[config.mk]
export PLATFORM = sky130hd
export DESIGN_NAME = inout_sram_reader
export DESIGN_NICKNAME = d
export VERILOG_FILES = /design/src/rtl/inout_sram_reader.sv
export SDC_FILE = /design/constraint.sdc
export NUM_CORES = 1
export LEC_CHECK = 0
export ABC_AREA = 1
export BUFFER_PORTS_ARGS = -buffer_cell sky130_fd_sc_hd__buf_2
export CAP_MARGIN = 0
export CORE_UTILIZATION = 50
export CTS_CLUSTER_SIZE = 8
export DETAILED_ROUTE_END_ITERATION = 6
export PLACE_DENSITY_LB_ADDON = 0.25
export SYNTH_ARGS = -nofsm -noshare
export SYNTH_HDL_FRONTEND = slang
export SYNTH_SLANG_ARGS = --single-unit
[constraint.sdc]
create_clock -name clk -period 2.7 [get_ports clk]
set_input_delay 0.54 -clock clk [delete_from_list [all_inputs] [get_ports clk]]
set_output_delay 0.54 -clock clk [all_outputs]
set_load 0.01 [all_outputs]
[src/rtl/inout_sram_reader.sv]
// ---------------------------------------------------------------------------
// inout_sram_reader
//   Read-side stream engine for the in/out activation SRAM. A start pulse
//   requests a contiguous word range; the engine issues one SRAM read per
//   cycle while the prefetch FIFO has room. It then presents the returned
//   words as a valid/ready stream. The SRAM is never written.
//
// Ports
//   clk        clock
//   rst_n      synchronous active-low reset
//   start      request pulse, sampled only when idle
//   base_addr  first word address, sampled with start
//   length     word count, sampled with start
//   busy       transfer in progress (cycle after accept .. done)
//   done       one-cycle pulse after the final word is accepted downstream
//   err        one-cycle pulse when a request is rejected
//   mem_cs     SRAM chip select (read issue)
//   mem_oe     SRAM output enable (cycle after the issue)
//   mem_web    SRAM write enable, active low, tied inactive
//   mem_addr   SRAM word address
//   mem_rdata  SRAM read data, valid the cycle after the issue
//   out_valid  stream word valid
//   out_ready  downstream ready
//   out_data   stream word
//   out_last   final word of the transfer
// ---------------------------------------------------------------------------
module inout_sram_reader #(
   parameter int DEPTH = 4,
   parameter int WORDS = 196608
) (
   input  logic        clk,
   input  logic        rst_n,
   input  logic        start,
   input  logic [17:0] base_addr,
   input  logic [17:0] length,
   output logic        busy,
   output logic        done,
   output logic        err,
   output logic        mem_cs,
   output logic        mem_oe,
   output logic        mem_web,
   output logic [17:0] mem_addr,
   input  logic [15:0] mem_rdata,
   output logic        out_valid,
   input  logic        out_ready,
   output logic [15:0] out_data,
   output logic        out_last
);

   localparam int AW = (DEPTH > 1) ? $clog2(DEPTH) : 1;
   localparam int CW = AW + 1;
   localparam logic [CW-1:0] DEPTH_C = CW'(DEPTH);
   localparam logic [18:0]   WORDS_C = 19'(WORDS);

   typedef enum logic [1:0] {
      IDLE  = 2'd0,
      RUN   = 2'd1,
      DRAIN = 2'd2
   } state_t;

   state_t        state_r;
   logic [17:0]   rd_addr_r;
   logic [17:0]   issue_cnt_r;
   logic [17:0]   pop_cnt_r;
   logic          inflight_r;
   logic [15:0]   fifo_mem_r [DEPTH];
   logic [AW-1:0] wr_ptr_r;
   logic [AW-1:0] rd_ptr_r;
   logic [CW-1:0] count_r;
   logic          busy_r;
   logic          done_r;
   logic          err_r;

   logic          issue_s;
   logic          push_s;
   logic          pop_s;
   logic          req_bad_s;
   logic [CW-1:0] level_s;
   logic [18:0]   req_end_s;

   // Issue/push/pop decisions and request validation from registered state
   always_comb begin
      // Words stored plus the one still returning from the SRAM. Issuing only
      // below DEPTH guarantees every returning word has a FIFO slot.
      level_s   = count_r + {{(CW-1){1'b0}}, inflight_r};
      issue_s   = (state_r == RUN) && (issue_cnt_r != 18'd0) && (level_s < DEPTH_C);
      push_s    = inflight_r;
      pop_s     = (count_r != {CW{1'b0}}) && out_ready;
      // 19-bit sum so a range ending exactly at the last word is accepted
      req_end_s = {1'b0, base_addr} + {1'b0, length};
      req_bad_s = (length == 18'd0) || (req_end_s > WORDS_C);
   end

   assign mem_cs    = issue_s;
   assign mem_addr  = issue_s ? rd_addr_r : 18'd0;
   assign mem_oe    = inflight_r;
   assign mem_web   = 1'b1;
   assign out_valid = (count_r != {CW{1'b0}});
   assign out_data  = fifo_mem_r[rd_ptr_r];
   assign out_last  = out_valid && (pop_cnt_r == 18'd1);
   assign busy      = busy_r;
   assign done      = done_r;
   assign err       = err_r;

   // Prefetch FIFO storage: capture the word returning from the SRAM
   always_ff @(posedge clk) begin
      if (push_s) begin
         fifo_mem_r[wr_ptr_r] <= mem_rdata;
      end
   end

   // Control FSM, address/count registers, FIFO pointers and status pulses
   always_ff @(posedge clk) begin
      if (!rst_n) begin
         state_r     <= IDLE;
         rd_addr_r   <= 18'd0;
         issue_cnt_r <= 18'd0;
         pop_cnt_r   <= 18'd0;
         inflight_r  <= 1'b0;
         wr_ptr_r    <= {AW{1'b0}};
         rd_ptr_r    <= {AW{1'b0}};
         count_r     <= {CW{1'b0}};
         busy_r      <= 1'b0;
         done_r      <= 1'b0;
         err_r       <= 1'b0;
      end else begin
         done_r     <= 1'b0;
         err_r      <= 1'b0;
         inflight_r <= issue_s;

         if (issue_s) begin
            rd_addr_r   <= rd_addr_r + 18'd1;
            issue_cnt_r <= issue_cnt_r - 18'd1;
         end

         if (push_s) begin
            wr_ptr_r <= wr_ptr_r + {{(AW-1){1'b0}}, 1'b1};
         end
         if (pop_s) begin
            rd_ptr_r  <= rd_ptr_r + {{(AW-1){1'b0}}, 1'b1};
            pop_cnt_r <= pop_cnt_r - 18'd1;
         end

         case ({push_s, pop_s})
            2'b10:   count_r <= count_r + {{(CW-1){1'b0}}, 1'b1};
            2'b01:   count_r <= count_r - {{(CW-1){1'b0}}, 1'b1};
            default: count_r <= count_r;
         endcase

         case (state_r)
            IDLE: begin
               if (start) begin
                  if (req_bad_s) begin
                     err_r <= 1'b1;
                  end else begin
                     rd_addr_r   <= base_addr;
                     issue_cnt_r <= length;
                     pop_cnt_r   <= length;
                     busy_r      <= 1'b1;
                     state_r     <= RUN;
                  end
               end
            end
            RUN: begin
               if (issue_s && (issue_cnt_r == 18'd1)) begin
                  state_r <= DRAIN;
               end
            end
            DRAIN: begin
               if (pop_s && (pop_cnt_r == 18'd1)) begin
                  done_r  <= 1'b1;
                  busy_r  <= 1'b0;
                  state_r <= IDLE;
               end
            end
            default: begin
               state_r <= IDLE;
               busy_r  <= 1'b0;
            end
         endcase
      end
   end

endmodule
* Yosys cells after proc, flatten, opt, wreduce, memory -nomap -nowiden *
Memories as Yosys holds them, arrays and structs flattened. A register that Yosys moved wholly into a read port is not among the register bits.
Cells that the tools add are included.

cells by class
  reduce and logical (&&, ||, !) cells = 16
  equal/unequal tests = 10
  mux-type cells = 29
  bitwise logic cells = 1
  add/sub/neg operators = 9
  order comparisons = 2

operator list
  operator                 count
  $mux W18                 13
  $eq A18 B1 Y1 const B    2
  $sub A18 B1 Y18 const B  2
  $add A18 B18 Y19         1
  $gt A19 B18 Y1 const B   1
  $add A18 B1 Y18 const B  1
  $logic_not A18 Y1        1
  $reduce_bool A18 Y1      1
  $mux W2                  6
  $reduce_and A4 Y1        2
  $mux W1                  7
  $logic_and A1 B1 Y1      6
  $ne A2 B2 Y1 const B     3
  $pmux W2 S3              1
  $pmux W3 S2              1
  $add A2 B1 Y2 const B    2
  $eq A2 B1 Y1 const B     2
  $eq A2 B2 Y1 const B     2
  $add A3 B1 Y3            1
  $add A3 B1 Y3 const B    1
  $lt A3 B3 Y1 const B     1
  $pmux W1 S3              1
  $reduce_and A3 Y1        1
  $reduce_bool A3 Y1       1
  7 further kinds          7

word-level totals
  bits in writable memories = 64
  logic and storage cells = 79
  register bits = 67
  bits of input ports = 56
  memories = 1
  output and inout bits = 42

memories
  name        depth  width  rd ports  clocked after memory_dff  write ports  RTL line  source
  fifo_mem_r  4      16     1         1                         1            66        logic [15:0] fifo_mem_r [DEPTH];

* Logic depth before layout (Yosys ltp) *
  depth after elaboration = 7
  mapped depth = 22
  mapped depth without buffers = 21

* Least setup slack after synthesis *
OpenSTA, ideal clock, no wires.

  kind = input -> register
  start = in base_addr[0]
  end = reg rd_addr_r[10]
  stages = 20
  setup time = 0.122 ns
  path slack = 0.146 ns
  data arrival time = 2.433 ns
  path buffers = 1
  required time = 2.578 ns
  path through = ha_1 > inv_1 > fa_1 > inv_1 > nand3_1 > nand2_1 > nand2_1 > nand3_1 > nand3_1 > nor2_1 > nand3_1 > nor2_1 > nand2_1 > nand2_1 > nand2_2 > inv_4 > nand2_8 > buf_2 > o21ai_1 > a21oi_1

between the ends
  longest elaborated chain between the ends = 6

ends and longest elaborated chain
  what                  RTL line  source
  start, declared       34        input logic [17:0] base_addr,
  $add A18 B18 Y19      90        req_end_s = {1'b0, base_addr} + {1'b0, length};
  $gt A19 B18 Y1        91        req_bad_s = (length == 18'd0) || (req_end_s > WORDS_C);
  $logic_or A1 B1 Y1    91
  $mux W18              153       if (req_bad_s) begin
  $mux W18              152       if (start) begin
  $mux W18              150       case (state_r)
  end signal, assigned  132       rd_addr_r <= rd_addr_r + 18'd1;
  end signal, assigned  156       rd_addr_r <= base_addr;
  end, declared         62        logic [17:0] rd_addr_r;

Every way passes these cells.
A chain may end at the register's enable or synchronous reset.

* Worst setup path in the final report *
  start = in base_addr[0]
  end = reg issue_cnt_r[2]

between the ends
  longest elaborated chain between the ends = 6

ends and longest elaborated chain
  what                  RTL line  source
  $add A18 B18 Y19      90
  $gt A19 B18 Y1        91
  $logic_or A1 B1 Y1    91
  $mux W18              153
  $mux W18              152
  $mux W18              150
  end signal, assigned  133       issue_cnt_r <= issue_cnt_r - 18'd1;
  end signal, assigned  157       issue_cnt_r <= length;
  end, declared         63        logic [17:0] issue_cnt_r;

Every way passes these cells.

==> impl_metrics.env <==
export IMPL_path_buf_inv=4
export IMPL_ios=98
export IMPL_via_per_inst=5.167
export IMPL_cts_buffers=17
export IMPL_synth_top_area_cell="edfxtp_1"
export IMPL_clock_path_buffers=2
export IMPL_totalWireLength_mm=19.32
export IMPL_syn2layout_area_growth_pct=25.94
export IMPL_reg2reg_from="state_r[0]"
export IMPL_synthArstFlopShare_pct=0
export IMPL_synthCells=943
export IMPL_routabilityCongestion=0.8769
export IMPL_final_cells=1305
export IMPL_setup_worst_path_end="issue_cnt_r[2]"
export IMPL_status="completed"
export IMPL_min_period_ns=2.544
export IMPL_arrival_ns=2.86
export IMPL_dp_cells=1264
export IMPL_portBuffers=96
export IMPL_detail_route_wl_per_cell_um=14.81
export IMPL_dieArea_mm2=0.01551
export IMPL_synth_edf_count=64
export IMPL_core_mm2=0.01459
export IMPL_netlist_area_leader_share_pct=25.60
export IMPL_htreeDepth=4
export IMPL_yosys_warnings=0
export IMPL_powerDensity_mw_per_mm2=772.1
export IMPL_p_total_mw=7.299
export IMPL_fmaxAchievable_mhz=393.1
export IMPL_grt_util_all_layers_pct=24.15
export IMPL_yosysMostFrequentCell="nand2_1"
export IMPL_max_cap_viol_count=0
export IMPL_path_max_fanout=7
export IMPL_crit_required_ns=3.02
export IMPL_insertion_delay_ns=0.43
export IMPL_ant_nets=0
export IMPL_path_common_cell="nor2_1"
export IMPL_startpoint="base_addr[0]"
export IMPL_tightest_slew_ns=0.8915
export IMPL_die_h_um=124.5
export IMPL_muxShareOfSynthArea_pct=0
export IMPL_leakagePower_nw=4.259
export IMPL_reg2reg_depth=13
export IMPL_drt_iter0_markers=449
export IMPL_ir_worst_vdd_uv=546.1
export IMPL_netlist_area_mm2=0.007506
export IMPL_start_util_pct=51.45
export IMPL_cp_start_kind="primary input"
export IMPL_synth_top_family_by_area="simple AND/OR/NAND/NOR gates"
export IMPL_route_detailed_drc=0
export IMPL_yosysSeqAreaShare_pct=44.01
export IMPL_synthFlopType="dfxtp_1"
export IMPL_drive_above_1_share_pct=23.28
export IMPL_synth_simple_area_share_pct=22.82
export IMPL_cts_hold_buf=0
export IMPL_slew_headroom_pct=40.35
export IMPL_ys_types=47
export IMPL_hp_class="primary input to register"
export IMPL_clock_sinks=133
export IMPL_synth_xor_area_share_pct=5.368
export IMPL_r2r_end="issue_cnt_r[17]"
export IMPL_cts_tree="done"
export IMPL_synth_area_leaders="edfxtp_1, dfxtp_1, nand2_1, inv_1, nor2_1"
export IMPL_firstDrtPassIters=6
export IMPL_grt_pass1_vias=6188
export IMPL_diodes=0
export IMPL_cp_slowest_cell="fa_2"
export IMPL_fin_crit_sh_pct=94.22
export IMPL_reg2reg_slack_ns=0.32
export IMPL_end_kind="register"
export IMPL_die_width_um=124.5
export IMPL_worstSetupPathType="primary input to register"
export IMPL_slew_viol_final=0
export IMPL_synthAdderAreaFrac_pct=5.534
export IMPL_cp_depth=20
export IMPL_fin_nets=1196
export IMPL_postSynthNetCount=1031
export IMPL_root_buffer="clkbuf_16"
export IMPL_grt_antenna_before_repair=0
export IMPL_synth_common_cells="nand2_1, inv_1, nor2_1, a21oi_1, dfxtp_1"
export IMPL_path_cells="buf_2 -> ha_1 -> inv_1 -> fa_2 -> nand3b_1 -> nor2_1 -> nand3_1 -> nor2_1 -> nand2_1 -> nor2_1 -> nand3_1 -> nor2_1 -> nand2_1 -> nand2_1 -> nand2_2 -> clkinv_4 -> nand2_8 -> buf_16 -> o21ai_2 -> a21oi_1"
export IMPL_ys_ff_latch=133
export IMPL_crit_family="simple AND/OR/NAND/NOR gates"
export IMPL_num_vias=6743
export IMPL_clkTransAtPathRegs_ns=0.06
export IMPL_grt_start_max_net_pins=51
export IMPL_avgSynthCellArea_um2=7.960
export IMPL_setup_viol=0
export IMPL_skew_ns=0.008273
export IMPL_grt_overflow=0
export IMPL_grt_pass1_wl_mm=29.75
export IMPL_rows=44
export IMPL_hold_viol=0
export IMPL_dp_hpwl_mm=13.50
export IMPL_slowest_delay_ns=0.52
export IMPL_synth_compound_area_share_pct=13.24
-- placed cells by master, fill, tap and decap left out, types with 16 or more instances in the layout --
cell and count:
xor2_1 37, o21ai_1 16, nand3_1 39, inv_1 132
dfxtp_1 69, a21oi_1 75, buf_2 96, o22ai_1 16
o21ai_2 17, nand2_1 151, edfxtp_1 64, ha_1 29
clkbuf_16 21, buf_4 62, o21ai_0 49, nor2_1 123
-- area by class of cell --
class,count,area [um^2]
multi-input combinational,644,3600
clock buffer,17,425.4
sequential,133,3303
tap,184,230.2
timing repair buffer,168,1147
clock inverter,15,201.4
fill,1216,5136
inverter,144,545.5
-- worst min path at each step --
| stage | from | cells after the start | endpoint |
|---|---|---|---|
| 3_5_place_dp | rd_ptr_r[1] | 2 | register |
| 6_report | mem_rdata[0] | 1 | fifo_mem_r[2][0] |
| 3_3_place_gp | rd_ptr_r[1] | 2 | register |
| 4_1_cts | mem_rdata[0] | 1 | fifo_mem_r[2][0] |
| 5_1_grt | mem_rdata[3] | 1 | fifo_mem_r[3][3] |
| 2_1_floorplan | rd_ptr_r[1] | 2 | register |
-- registers in the layout (all words and copies together), names as in the netlist, named ones only --
signal	count
issue_cnt_r	18
count_r	3
rd_addr_r	18
busy	1
rd_ptr_r	2
err	1
done	1
pop_cnt_r	18
mem_oe	1
state_r	2
fifo_mem_r	64
wr_ptr_r	2
-- worst register-to-register path, stage by stage (launching register included) --
cell	delay, ns
dfxtp_1	0.37
nand2_1	0.09
inv_1	0.08
o21ai_1	0.07
a21oi_2	0.33
nand2_4	0.23
nor2_4	0.16
nand3_2	0.12
nor2_2	0.18
nand4_1	0.16
nor2_1	0.19
xor2_1	0.16
nand2_1	0.06
a21oi_1	0.11
-- per-stage QoR --
step           setup TNS [ns]  utilization, %  worst slack (ns)  area [um^2]  hold WS (ns)
2_1_floorplan               0               -            0.1457         7506        0.4363
3_3_place_gp           -10.74           58.99           -0.2393         8606        0.4536
3_5_place_dp           -14.77           58.99           -0.3207         8606        0.4560
4_1_cts                     0           63.34           0.05213         9241        0.3183
5_1_grt              -0.06049           64.79          -0.01824         9453        0.3233
6_report                    0           64.79            0.1559         9453        0.3247
-- timing repair --
action,in CTS,in global routing
resized for setup,1,15
cloned,0,9
setup buffers,0,0
setup endpoints to repair,2,47
pin swaps,0,2
-- cells by family after synthesis --
| family | after synthesis |
|---|---|
| AND/OR/NAND/NOR | 383 |
| AO/OA/AOI/OAI | 179 |
| buffers and inverters | 169 |
| flip-flops | 133 |
| XOR/XNOR | 46 |
| adder cells (fa/ha/maj) | 32 |
| other | 1 |
-- routing by layer --
layer,track usage (%),vias to the layer above,wire length [um]
met5,0,-,0
met4,8.646,0,472
met3,4.811,38,1180
met2,40.88,244,9466
met1,30.48,3034,8204
li1,-,3427,-
-- power by group --
part	total, mW	switching (mW)	internal, mW
Clock	2.44	0.894	1.55
Sequential	2.58	0.221	2.36
Combinational	2.28	1.38	0.895
Total	7.30	2.50	4.80
Power figures use the tool's default switching activity.
